--- src/rtl/wavegen_pkg.sv ---
// Shared constants, sample type and saturation helper for the square-wave generator.
package wavegen_pkg;

  typedef logic signed [15:0] sample_t;

  localparam int unsigned CAL_SHIFT = 11;
  localparam sample_t     AMPL_MAX  = 16'sd16383;

  // Collapse a 17-bit sum to 16 bits, saturating when the top two bits disagree.
  function automatic sample_t sat16(input logic signed [16:0] x);
    if (x[16] != x[15]) begin
      return x[16] ? 16'sh8000 : 16'sh7fff;
    end
    return x[15:0];
  endfunction

endpackage

--- src/rtl/sqw_gen_mc_if.sv ---
// Control and DAC output bundle of sqw_gen_mc; master drives settings and strobe, slave is the DUT.
interface sqw_gen_mc_if #(
  parameter int unsigned NCH   = 2,
  parameter int unsigned DAC_W = 12,
  parameter int unsigned ACC_W = 32
) ();

  logic                            clk_sampling;
  logic [NCH-1:0]                  enable;
  logic [NCH-1:0][ACC_W-1:0]       freq_word;
  logic [NCH-1:0][15:0]            duty;
  logic [NCH-1:0][15:0]            ampl;
  logic [NCH-1:0][15:0]            dc_ofs;
  logic [NCH-1:0][15:0]            cal_slope;
  logic [NCH-1:0][11:0]            cal_icpt;
  logic [NCH-1:0][DAC_W-1:0]       dac_code;
  logic                            dac_valid;

  modport master (
    output clk_sampling, enable, freq_word, duty, ampl, dc_ofs, cal_slope, cal_icpt,
    input  dac_code, dac_valid
  );

  modport slave (
    input  clk_sampling, enable, freq_word, duty, ampl, dc_ofs, cal_slope, cal_icpt,
    output dac_code, dac_valid
  );

endinterface

--- src/rtl/sqw_cal_stage.sv ---
// Stages 2-3 of one channel: gain, intercept, midscale offset and clamp to the DAC range.
// With SQW_GEN_CAL_EN undefined stage 2 is a plain register and the intercept is ignored.
module sqw_cal_stage
  import wavegen_pkg::*;
#(
  parameter int unsigned DAC_W = 12
) (
  input  logic               clk,
  input  logic               rst_n,
  input  logic               ld2_i,
  input  logic               ld3_i,
  input  sample_t            s1_i,
  input  logic signed [15:0] cal_slope_i,
  input  logic signed [11:0] cal_icpt_i,
  output logic [DAC_W-1:0]   dac_code_o
);

  localparam logic [DAC_W-1:0] MidCode  = DAC_W'(1) << (DAC_W - 1);
  localparam logic signed [33:0] MidS   = 34'(MidCode);
  localparam logic signed [33:0] CodeMaxS = 34'((64'd1 << DAC_W) - 64'd1);

  logic signed [31:0] s1_x, s2_new, s2_d, s2_q;
  logic signed [33:0] s3;
  logic [DAC_W-1:0]   clamped, code_d, code_q;

`ifdef SQW_GEN_CAL_EN
  logic signed [31:0] slope_x, prod;

  always_comb begin
    s1_x    = {{16{s1_i[15]}}, s1_i};
    slope_x = {{16{cal_slope_i[15]}}, cal_slope_i};
    prod    = s1_x * slope_x;
    s2_new  = prod >>> CAL_SHIFT;
    s3      = {{2{s2_q[31]}}, s2_q} + {{22{cal_icpt_i[11]}}, cal_icpt_i} + MidS;
  end
`else
  logic unused_cal;
  assign unused_cal = ^{cal_slope_i, cal_icpt_i};

  always_comb begin
    s1_x   = {{16{s1_i[15]}}, s1_i};
    s2_new = s1_x;
    s3     = {{2{s2_q[31]}}, s2_q} + MidS;
  end
`endif

  always_comb begin
    // Saturate rather than wrap: out-of-range results pin to the rails.
    if (s3 < 34'sd0) begin
      clamped = '0;
    end else if (s3 > CodeMaxS) begin
      clamped = '1;
    end else begin
      clamped = s3[DAC_W-1:0];
    end
    s2_d   = ld2_i ? s2_new : s2_q;
    code_d = ld3_i ? clamped : code_q;
  end

  always_ff @(posedge clk or negedge rst_n) begin
    if (!rst_n) begin
      s2_q   <= '0;
      code_q <= MidCode;
    end else begin
      s2_q   <= s2_d;
      code_q <= code_d;
    end
  end

  assign dac_code_o = code_q;

endmodule

--- src/rtl/sqw_gen_mc.sv ---
// Multi-channel square-wave generator: phase accumulators, level select, 3-stage DAC pipeline.
// Define SQW_GEN_CAL_EN to enable per-channel slope/intercept calibration.
module sqw_gen_mc
  import wavegen_pkg::*;
#(
  parameter int unsigned NCH   = 2,
  parameter int unsigned DAC_W = 12,
  parameter int unsigned ACC_W = 32
) (
  input logic         clk,
  input logic         rst_n,
  sqw_gen_mc_if.slave bus
);

  logic [ACC_W-1:0]   phase_d [NCH];
  logic [ACC_W-1:0]   phase_q [NCH];
  sample_t            amp     [NCH];
  sample_t            level   [NCH];
  logic signed [16:0] sum     [NCH];
  sample_t            s1_d    [NCH];
  sample_t            s1_q    [NCH];

  logic strobe;
  logic init_d, init_q;
  logic v1_d, v1_q, v2_d, v2_q, valid_d, valid_q;
  logic [NCH-1:0][DAC_W-1:0] code;

  always_comb begin
    // init_q masks the strobe on the first edge after reset release.
    strobe  = bus.clk_sampling & init_q;
    init_d  = 1'b1;
    v1_d    = strobe;
    v2_d    = v1_q;
    valid_d = v2_q;
    for (int c = 0; c < NCH; c++) begin
      phase_d[c] = bus.enable[c] ? phase_q[c] + bus.freq_word[c] : '0;

      if ($signed(bus.ampl[c]) < 16'sd0) begin
        amp[c] = '0;
      end else if ($signed(bus.ampl[c]) > AMPL_MAX) begin
        amp[c] = AMPL_MAX;
      end else begin
        amp[c] = $signed(bus.ampl[c]);
      end

      if (!bus.enable[c]) begin
        level[c] = '0;
      end else if (phase_q[c][ACC_W-1 -: 16] < bus.duty[c]) begin
        level[c] = amp[c];
      end else begin
        level[c] = -amp[c];
      end

      sum[c] = {level[c][15], level[c]} + {bus.dc_ofs[c][15], bus.dc_ofs[c]};

      // A disabled channel feeds zero so it settles on its calibrated zero code.
      if (!strobe) begin
        s1_d[c] = s1_q[c];
      end else if (!bus.enable[c]) begin
        s1_d[c] = '0;
      end else begin
        s1_d[c] = sat16(sum[c]) >>> (15 - DAC_W);
      end
    end
  end

  always_ff @(posedge clk or negedge rst_n) begin
    if (!rst_n) begin
      init_q  <= 1'b0;
      v1_q    <= 1'b0;
      v2_q    <= 1'b0;
      valid_q <= 1'b0;
      for (int c = 0; c < NCH; c++) begin
        phase_q[c] <= '0;
        s1_q[c]    <= '0;
      end
    end else begin
      init_q  <= init_d;
      v1_q    <= v1_d;
      v2_q    <= v2_d;
      valid_q <= valid_d;
      for (int c = 0; c < NCH; c++) begin
        phase_q[c] <= phase_d[c];
        s1_q[c]    <= s1_d[c];
      end
    end
  end

  for (genvar g = 0; g < NCH; g++) begin : g_ch
    sqw_cal_stage #(
      .DAC_W(DAC_W)
    ) u_cal (
      .clk        (clk),
      .rst_n      (rst_n),
      .ld2_i      (v1_q),
      .ld3_i      (v2_q),
      .s1_i       (s1_q[g]),
      .cal_slope_i(bus.cal_slope[g]),
      .cal_icpt_i (bus.cal_icpt[g]),
      .dac_code_o (code[g])
    );
  end

  assign bus.dac_code  = code;
  assign bus.dac_valid = valid_q;

endmodule

--- src/flat_wrapper.sv ---
// flat-port wrapper written by rule: the top's interface ports become plain ports
module sqw_gen_mc_flat import wavegen_pkg::*;
#(
  parameter int unsigned NCH   = 2,
  parameter int unsigned DAC_W = 12,
  parameter int unsigned ACC_W = 32
)
  (clk, rst_n, bus_clk_sampling, bus_enable, bus_freq_word, bus_duty, bus_ampl, bus_dc_ofs, bus_cal_slope, bus_cal_icpt, bus_dac_code, bus_dac_valid);
  sqw_gen_mc_if #(.NCH(NCH), .DAC_W(DAC_W), .ACC_W(ACC_W)) bus_i ();
  input logic clk;
  input logic rst_n;
  input wire logic [$bits(bus_i.clk_sampling)-1:0] bus_clk_sampling;
  input wire logic [$bits(bus_i.enable)-1:0] bus_enable;
  input wire logic [$bits(bus_i.freq_word)-1:0] bus_freq_word;
  input wire logic [$bits(bus_i.duty)-1:0] bus_duty;
  input wire logic [$bits(bus_i.ampl)-1:0] bus_ampl;
  input wire logic [$bits(bus_i.dc_ofs)-1:0] bus_dc_ofs;
  input wire logic [$bits(bus_i.cal_slope)-1:0] bus_cal_slope;
  input wire logic [$bits(bus_i.cal_icpt)-1:0] bus_cal_icpt;
  output wire logic [$bits(bus_i.dac_code)-1:0] bus_dac_code;
  output wire logic [$bits(bus_i.dac_valid)-1:0] bus_dac_valid;
  assign bus_i.clk_sampling = bus_clk_sampling;
  assign bus_i.enable = bus_enable;
  assign bus_i.freq_word = bus_freq_word;
  assign bus_i.duty = bus_duty;
  assign bus_i.ampl = bus_ampl;
  assign bus_i.dc_ofs = bus_dc_ofs;
  assign bus_i.cal_slope = bus_cal_slope;
  assign bus_i.cal_icpt = bus_cal_icpt;
  assign bus_dac_code = bus_i.dac_code;
  assign bus_dac_valid = bus_i.dac_valid;
  sqw_gen_mc #(.NCH(NCH), .DAC_W(DAC_W), .ACC_W(ACC_W)) u_core (.clk(clk), .rst_n(rst_n), .bus(bus_i));
endmodule
--- config.mk ---
export PLATFORM = sky130hd
export DESIGN_NAME = sqw_gen_mc_flat
export DESIGN_NICKNAME = d
export VERILOG_FILES = /design/src/rtl/wavegen_pkg.sv /design/src/rtl/sqw_gen_mc_if.sv /design/src/rtl/sqw_cal_stage.sv /design/src/rtl/sqw_gen_mc.sv /design/src/flat_wrapper.sv
export SDC_FILE = /design/constraint.sdc
export NUM_CORES = 1
export LEC_CHECK = 0
export CAP_MARGIN = 20
export CORE_MARGIN = 2
export CORE_UTILIZATION = 53
export CTS_CLUSTER_SIZE = 16
export DETAILED_ROUTE_END_ITERATION = 10
export PLACE_DENSITY = 0.89
export SYNTH_ARGS = -nofsm -noshare
export SYNTH_HDL_FRONTEND = slang
export SYNTH_SLANG_ARGS = --single-unit
export TNS_END_PERCENT = 20
--- constraint.sdc ---
create_clock -name clk -period 7.89 [get_ports clk]
set_input_delay 0.789 -clock clk [delete_from_list [all_inputs] [get_ports clk]]
set_output_delay 0.789 -clock clk [all_outputs]
set_load 0.005 [all_outputs]
Word-level counts from Yosys, hierarchy flattened

Cells that the tools add are included.

Output and inout port bits: 25
Word-level logic and storage cells: 61
Input bits: 221
Bits in registers: 156

Bitwise gates (word level): 1
Equal/unequal tests: 2
Mux-type cells: 28
Magnitude comparators: 10
Add/sub/neg operators: 8

Operators by type and width:

| cell                   | count |
|---|---|
| $mux 16                | 16 |
| $add 32x32->32         | 2 |
| $mux 32                | 2 |
| $mux 12                | 4 |
| $add 16x13->17 const B | 2 |
| $add 16x16->17         | 2 |
| $gt 17x13->1 const B   | 2 |
| $lt 17x1->1 const B    | 2 |
| $gt 16x15->1 const B   | 2 |
| $lt 16x1->1 const B    | 2 |
| $lt 16x16->1           | 2 |
| $neg 16->16            | 2 |
| $mux 1                 | 6 |
| $ne 1x1->1             | 2 |
| $and 1x1->1            | 1 |

Logic depth before layout (Yosys ltp)

Depth after elaboration: 13
Depth in mapped cells: 23
Depth with buffers taken out: 21

Hierarchy

A second synthesis with hierarchy kept.

Cell total of the unflattened synthesis: 1,319
Area total of the unflattened synthesis: 11,683.7 sq um

Modules (own cells, without submodules):

| module        | cells each | instances | sequential area each (sq um) | area each (sq um) |
|---|---|---|---|---|
| sqw_gen_mc    | 1,155      | 1         | 2,352.3                      | 9,364.0 |
| sqw_cal_stage | 82         | 2         | 701.9                        | 1,159.9 |

Least setup slack after synthesis

OpenSTA, ideal clock, no wires.

Path type: input port to flip-flop
From: input port bus_duty[25]
To: register u_core.s1_q[10] in the netlist's numbering
Cell stages on the path: 23
Library setup time: 0.126 ns
Arrival: 4.700 ns
Path buffers: 2
Required time: 7.764 ns
Setup slack: 3.063 ns
Cells stage by stage: inv_1 -> ha_1 -> a21o_1 -> a21o_1 -> a21o_1 -> a21oi_1 -> o211ai_1 -> a311oi_2 -> buf_2 -> nor2_1 -> xor2_1 -> and2_1 -> ha_1 -> a21o_1 -> a21o_1 -> a21o_1 -> a21oi_1 -> o22ai_1 -> a211oi_2 -> mux2i_1 -> inv_1 -> buf_2 -> a221o_1

Cells in the longest elaborated chain, start to end: 10
Elaborated cells between the ends (all ways): 12
Classes of those cells: 1 x add/sub; 1 x order compare; 1 x eq/ne; 9 x mux

Ends and longest elaborated chain:

| item                          | RTL line           | source |
|---|---|---|
| start, declared               | flat_wrapper.sv:15 | `input wire logic [$bits(bus_i.duty)-1:0] bus_duty;` |
| $lt 16x16->1 *                | sqw_gen_mc.sv:48   | `end else if (phase_q[c][ACC_W-1 -: 16] < bus.duty[c]) begin` |
| $mux 16 *                     | sqw_gen_mc.sv:48   |  |
| $mux 16 *                     | sqw_gen_mc.sv:46   | `if (!bus.enable[c]) begin` |
| $add 16x16->17 *              | sqw_gen_mc.sv:54   | `sum[c] = {level[c][15], level[c]} + {bus.dc_ofs[c][15], bus.dc_ofs[c]};` |
| $ne 1x1->1                    | wavegen_pkg.sv:11  | `if (x[16] != x[15]) begin` |
| $mux 1                        | wavegen_pkg.sv:11  |  |
| $mux 1                        | sqw_gen_mc.sv:59   | `end else if (!bus.enable[c]) begin` |
| $mux 1                        | sqw_gen_mc.sv:57   | `if (!strobe) begin` |
| $mux 16 *                     | wavegen_pkg.sv:14  | `return x[15:0];` |
| $mux 16 *                     | sqw_gen_mc.sv:59   |  |
| end signal, assigned by index | sqw_gen_mc.sv:84   | `s1_q[c] <= s1_d[c];` |
| end, declared                 | sqw_gen_mc.sv:21   | `sample_t s1_q [NCH];` |

Every way passes the cells marked *; elsewhere a longest branch is shown, timed or not. The select of a mux whose other input is x is not followed.
A chain may end at the register's enable or synchronous reset.

Final worst setup path

From: input port bus_duty[25]
To: register u_core.s1_q[7] in the netlist's numbering

The elaborated chain is that of the path after synthesis.

==> flow_summary_export.csv <==
group,metric,value,unit
run_status,outcome,"complete, no violations",
drt,wirelength,28.8,mm
grt,first_global_vias,10000,
cells_and_area,finish.net_count,1837,
sta,max_freq,172,MHz
sta,slew_viol_final,0,
worst_setup_path,r2r_cells,19,
worst_setup_path,startpoint_type,"input pin",
worst_setup_path,arrival,6.19,ns
clock_tree,path_clk_slew,0.07,ns
sta,slew_headroom,30.9,%
cells_and_area,syn2layout_area_growth,24.4,%
worst_setup_path,worstPathMaxFanout,17,
yosys,ys_seq_area_share,31.5,%
pwr,peakVddDrop,0.164,mV
worst_setup_path,path_buf_inv,2,
drt,dr.pass1.iters,5,
yosys,syn-cell-area,0.0114,mm2
grt,gr-total-overflow,0,
grt,grt_pass1_wl,46.8,mm
drt,vias,10200,
yosys,synth-seq-cells,144,
clock_tree,cts_hold_buf,0,
yosys,synth_cells,1312,
sta,fin_crit,5.83,ns
drt,routed_via_density,5.74,
drt,antenna_left,0,
clock_tree,numCtsBuffers,17,
yosys,synth_common_cells,"142 x dfrtp_1, 133 x nor2_1, 130 x ha_1, 118 x a21oi_1, 90 x nand2_1",
drt,drt_iter0_drc,525,
placed_design,place_hpwl,21.5,mm
floorplan,start_util,54.2,%
sta,max_slew.worst_pin.slew,1.03,ns
clock_tree,cts.sinks,144,
worst_hold_path,hp-class,"input pin to async pin",
clock_tree,htree_levels,4,
placed_design,gp_congestion,0.900,
worst_setup_path,crit_path_end_kind,"register",
sta,min_period_over_period,73.9,%
yosys,synth_edf_count,0,
worst_setup_path,path_class,"input pin to register",
yosys,yosysTopAreaCell,"dfrtp_1",
clock_tree,cts-root-buf,"clkbuf_16",
worst_setup_path,required,8.25,ns
worst_setup_path,slowest_stage,"a311oi_2",
worst_setup_path,crit_chain,"clkdlybuf4s50_1, inv_1, ha_1, a21o_1, a21o_1, a21o_1, a21oi_1, o211ai_1, a311oi_2, nor3_1, xor2_1, and2_1, ha_1, nand2_1, or3_1, nand3_1, a21oi_1, o22ai_1, a211oi_2, a21oi_1, a221o_1",
drt,wl_per_cell,16.2,um
clock_tree,clk_latency,0.43,ns
pwr,powerDensity,310,mW/mm2
grt,grt_max_degree,79,
worst_setup_path,cpPeakStageDelay,0.91,ns
yosys,yosysTopAreaCellShare,31.1,%
floorplan,core,0.0211,mm2
sta,fin_tns_setup,0,ns
clock_tree,clock_path_buffers,2,
yosys,synth_async_sr_flop_share,100,%
yosys,synthTopCellsByArea,"dfrtp_1 31%, ha_1 14%, a21oi_1 5.2%, nor2_1 4.4%, xnor2_1 3.7%",
floorplan,chipHeight,151,um
clock_tree,cts_tree,"built",
sta,grt_setup_unrepaired,"no",
floorplan,ios,246,
floorplan,fp.dieArea,0.0228,mm2
sta,skew,0.0157,ns
clock_tree,post_cts_buffers,0,
drt,drcViolationCount,0,
grt,antenna_found_initial,8,
sta,finalSetupViolations,0,
job,cap_violations,0,
placed_design,io_buffers,189,
floorplan,die_x,151,um
pwr,power,4.41,mW
yosys,synth.most_common_cell,"dfrtp_1",
cells_and_area,fin_util,67.5,%
pwr,p_leak,6.69,nW
yosys,ys_types,87,
cells_and_area,final_layout_size_suffix_gt1_share,6.75,%
clock_tree,post_cts_resized,0,
yosys,synth_ff_type,"dfrtp_1",
grt,track_usage,25.6,%
yosys,yosys_warnings,0,
worst_setup_path,cp_top_family,"compound AO/OA/AOI/OAI gates",
sta,final-hold-violation-count,0,
floorplan,row_count,53,
yosys,synth_fp_nets,1665,
yosys,synth.avg_cell_area,8.72,um2
worst_setup_path,cp.depth,21,
[cell families after synthesis]
family / Yosys count / share of synthesized area [%]
buf+inv: 126 / 4.20
compound gates: 363 / 21.6
other cells: 1 / 0.0328
simple gates: 425 / 18.1
flops: 144 / 31.5
fa+ha+maj: 137 / 15.0
xor+xnor: 82 / 6.35
mux: 34 / 3.26
[worst reg2reg max path, cell delays in order, from the launching register on]
cell	delay [ns]
dfrtp_1	0.39
ha_1	0.29
a21o_1	0.18
a21o_1	0.17
a21o_1	0.17
a21oi_1	0.15
o211ai_1	0.17
a311oi_2	0.91
nor3_1	0.15
xor2_1	0.20
and2_1	0.16
ha_1	0.31
nand2_1	0.05
or3_1	0.32
nand3_1	0.13
a21oi_1	0.15
o22ai_1	0.22
a211oi_2	0.10
a21oi_1	0.73
a221o_1	0.29
[per-stage QoR]
| step | std cells | instance area (um2) | setup WS (ns) | hold slack [ns] |
|---|---|---|---|---|
| after floorplan | 1312 | 11400 | 3.06 | 0.352 |
| after global placement | 1740 | 13600 | 1.86 | 0.452 |
| after detailed placement | 1740 | 13600 | 1.75 | 0.457 |
| after CTS | 1772 | 14200 | 2.15 | 0.399 |
| after global routing | 1776 | 14200 | 1.65 | 0.419 |
| final | 1778 | 14200 | 2.06 | 0.374 |
[layout by cell type, fill, tap and decap left out, types with 5 or more instances in the layout]
master	Yosys	layout
o21bai_1	12	12
a221o_1	17	17
xor2_1	33	33
nor2b_1	19	19
ha_1	130	130
o21a_1	19	19
nor3_1	35	35
a31oi_1	6	6
dfrtp_1	142	142
buf_4	0	5
clkdlybuf4s50_1	0	188
maj3_1	5	5
o21ai_0	73	73
nand2_1	90	90
diode_2	0	6
a21oi_1	118	118
a211oi_1	10	10
nor2_1	133	133
nand3_1	23	23
clkbuf_16	0	17
o211ai_1	6	6
xnor2_1	48	48
inv_1	82	82
inv_8	0	5
mux2i_1	8	8
a211o_1	6	6
nand4_1	10	10
inv_6	0	5
or3_1	13	13
nand2b_1	20	20
a21o_1	37	37
and2_1	38	38
mux2_2	25	25
nor4_1	10	10
and3_1	14	14
[metal layers]
layer  GRT usage, %  vias up  share of wire [%]
li1               -     5043                  -
met3           5.57       79                5.6
met5              0        -               0.14
met2           45.6      304                 51
met1           29.6     4766                 40
met4           11.3        6                3.5
[layout make-up]
cell class	count	area [um2]
Clock buffer	17	425
Clock inverter	15	236
Sequential cell	144	3610
Inverter	85	319
Tap cell	275	344
Multi-Input combinational cell	1042	7350
Antenna cell	6	15.0
Timing Repair Buffer	194	1930
Fill cell	1640	6860
[power breakdown]
group	switching, mW	internal [mW]
registers	0.162	1.03
logic	1.19	1.11
clock network	0.374	0.549
[flip-flops by register name, summed over array words and instances, names as in the netlist]
signal and cells:
u_core.phase_q 64, u_core.g_ch.u_cal.s2_q 26, u_core.s1_q 26, u_core.g_ch.u_cal.dac_code_o 24, u_core.bus.dac_valid 1, u_core.init_q 1
u_core.v1_q 1, u_core.v2_q 1
[worst paths after layout]
| check | from | end | slack, ns |
|---|---|---|---|
| min in group clk | u_core.s1_q[24] | u_core.s1_q[24] | 0.48 |
| worst max-delay path | bus_duty[25] | u_core.s1_q[7] | 2.06 |
| worst min-delay path | rst_n | u_core.phase_q[47] | 0.37 |
| worst min register to register | u_core.s1_q[24] | u_core.s1_q[24] | 0.48 |
| worst max register to register | u_core.phase_q[25] | u_core.s1_q[7] | 2.55 |
| max in group asynchronous | rst_n | u_core.s1_q[19] | 6.14 |
Power figures use the tool's default switching activity.
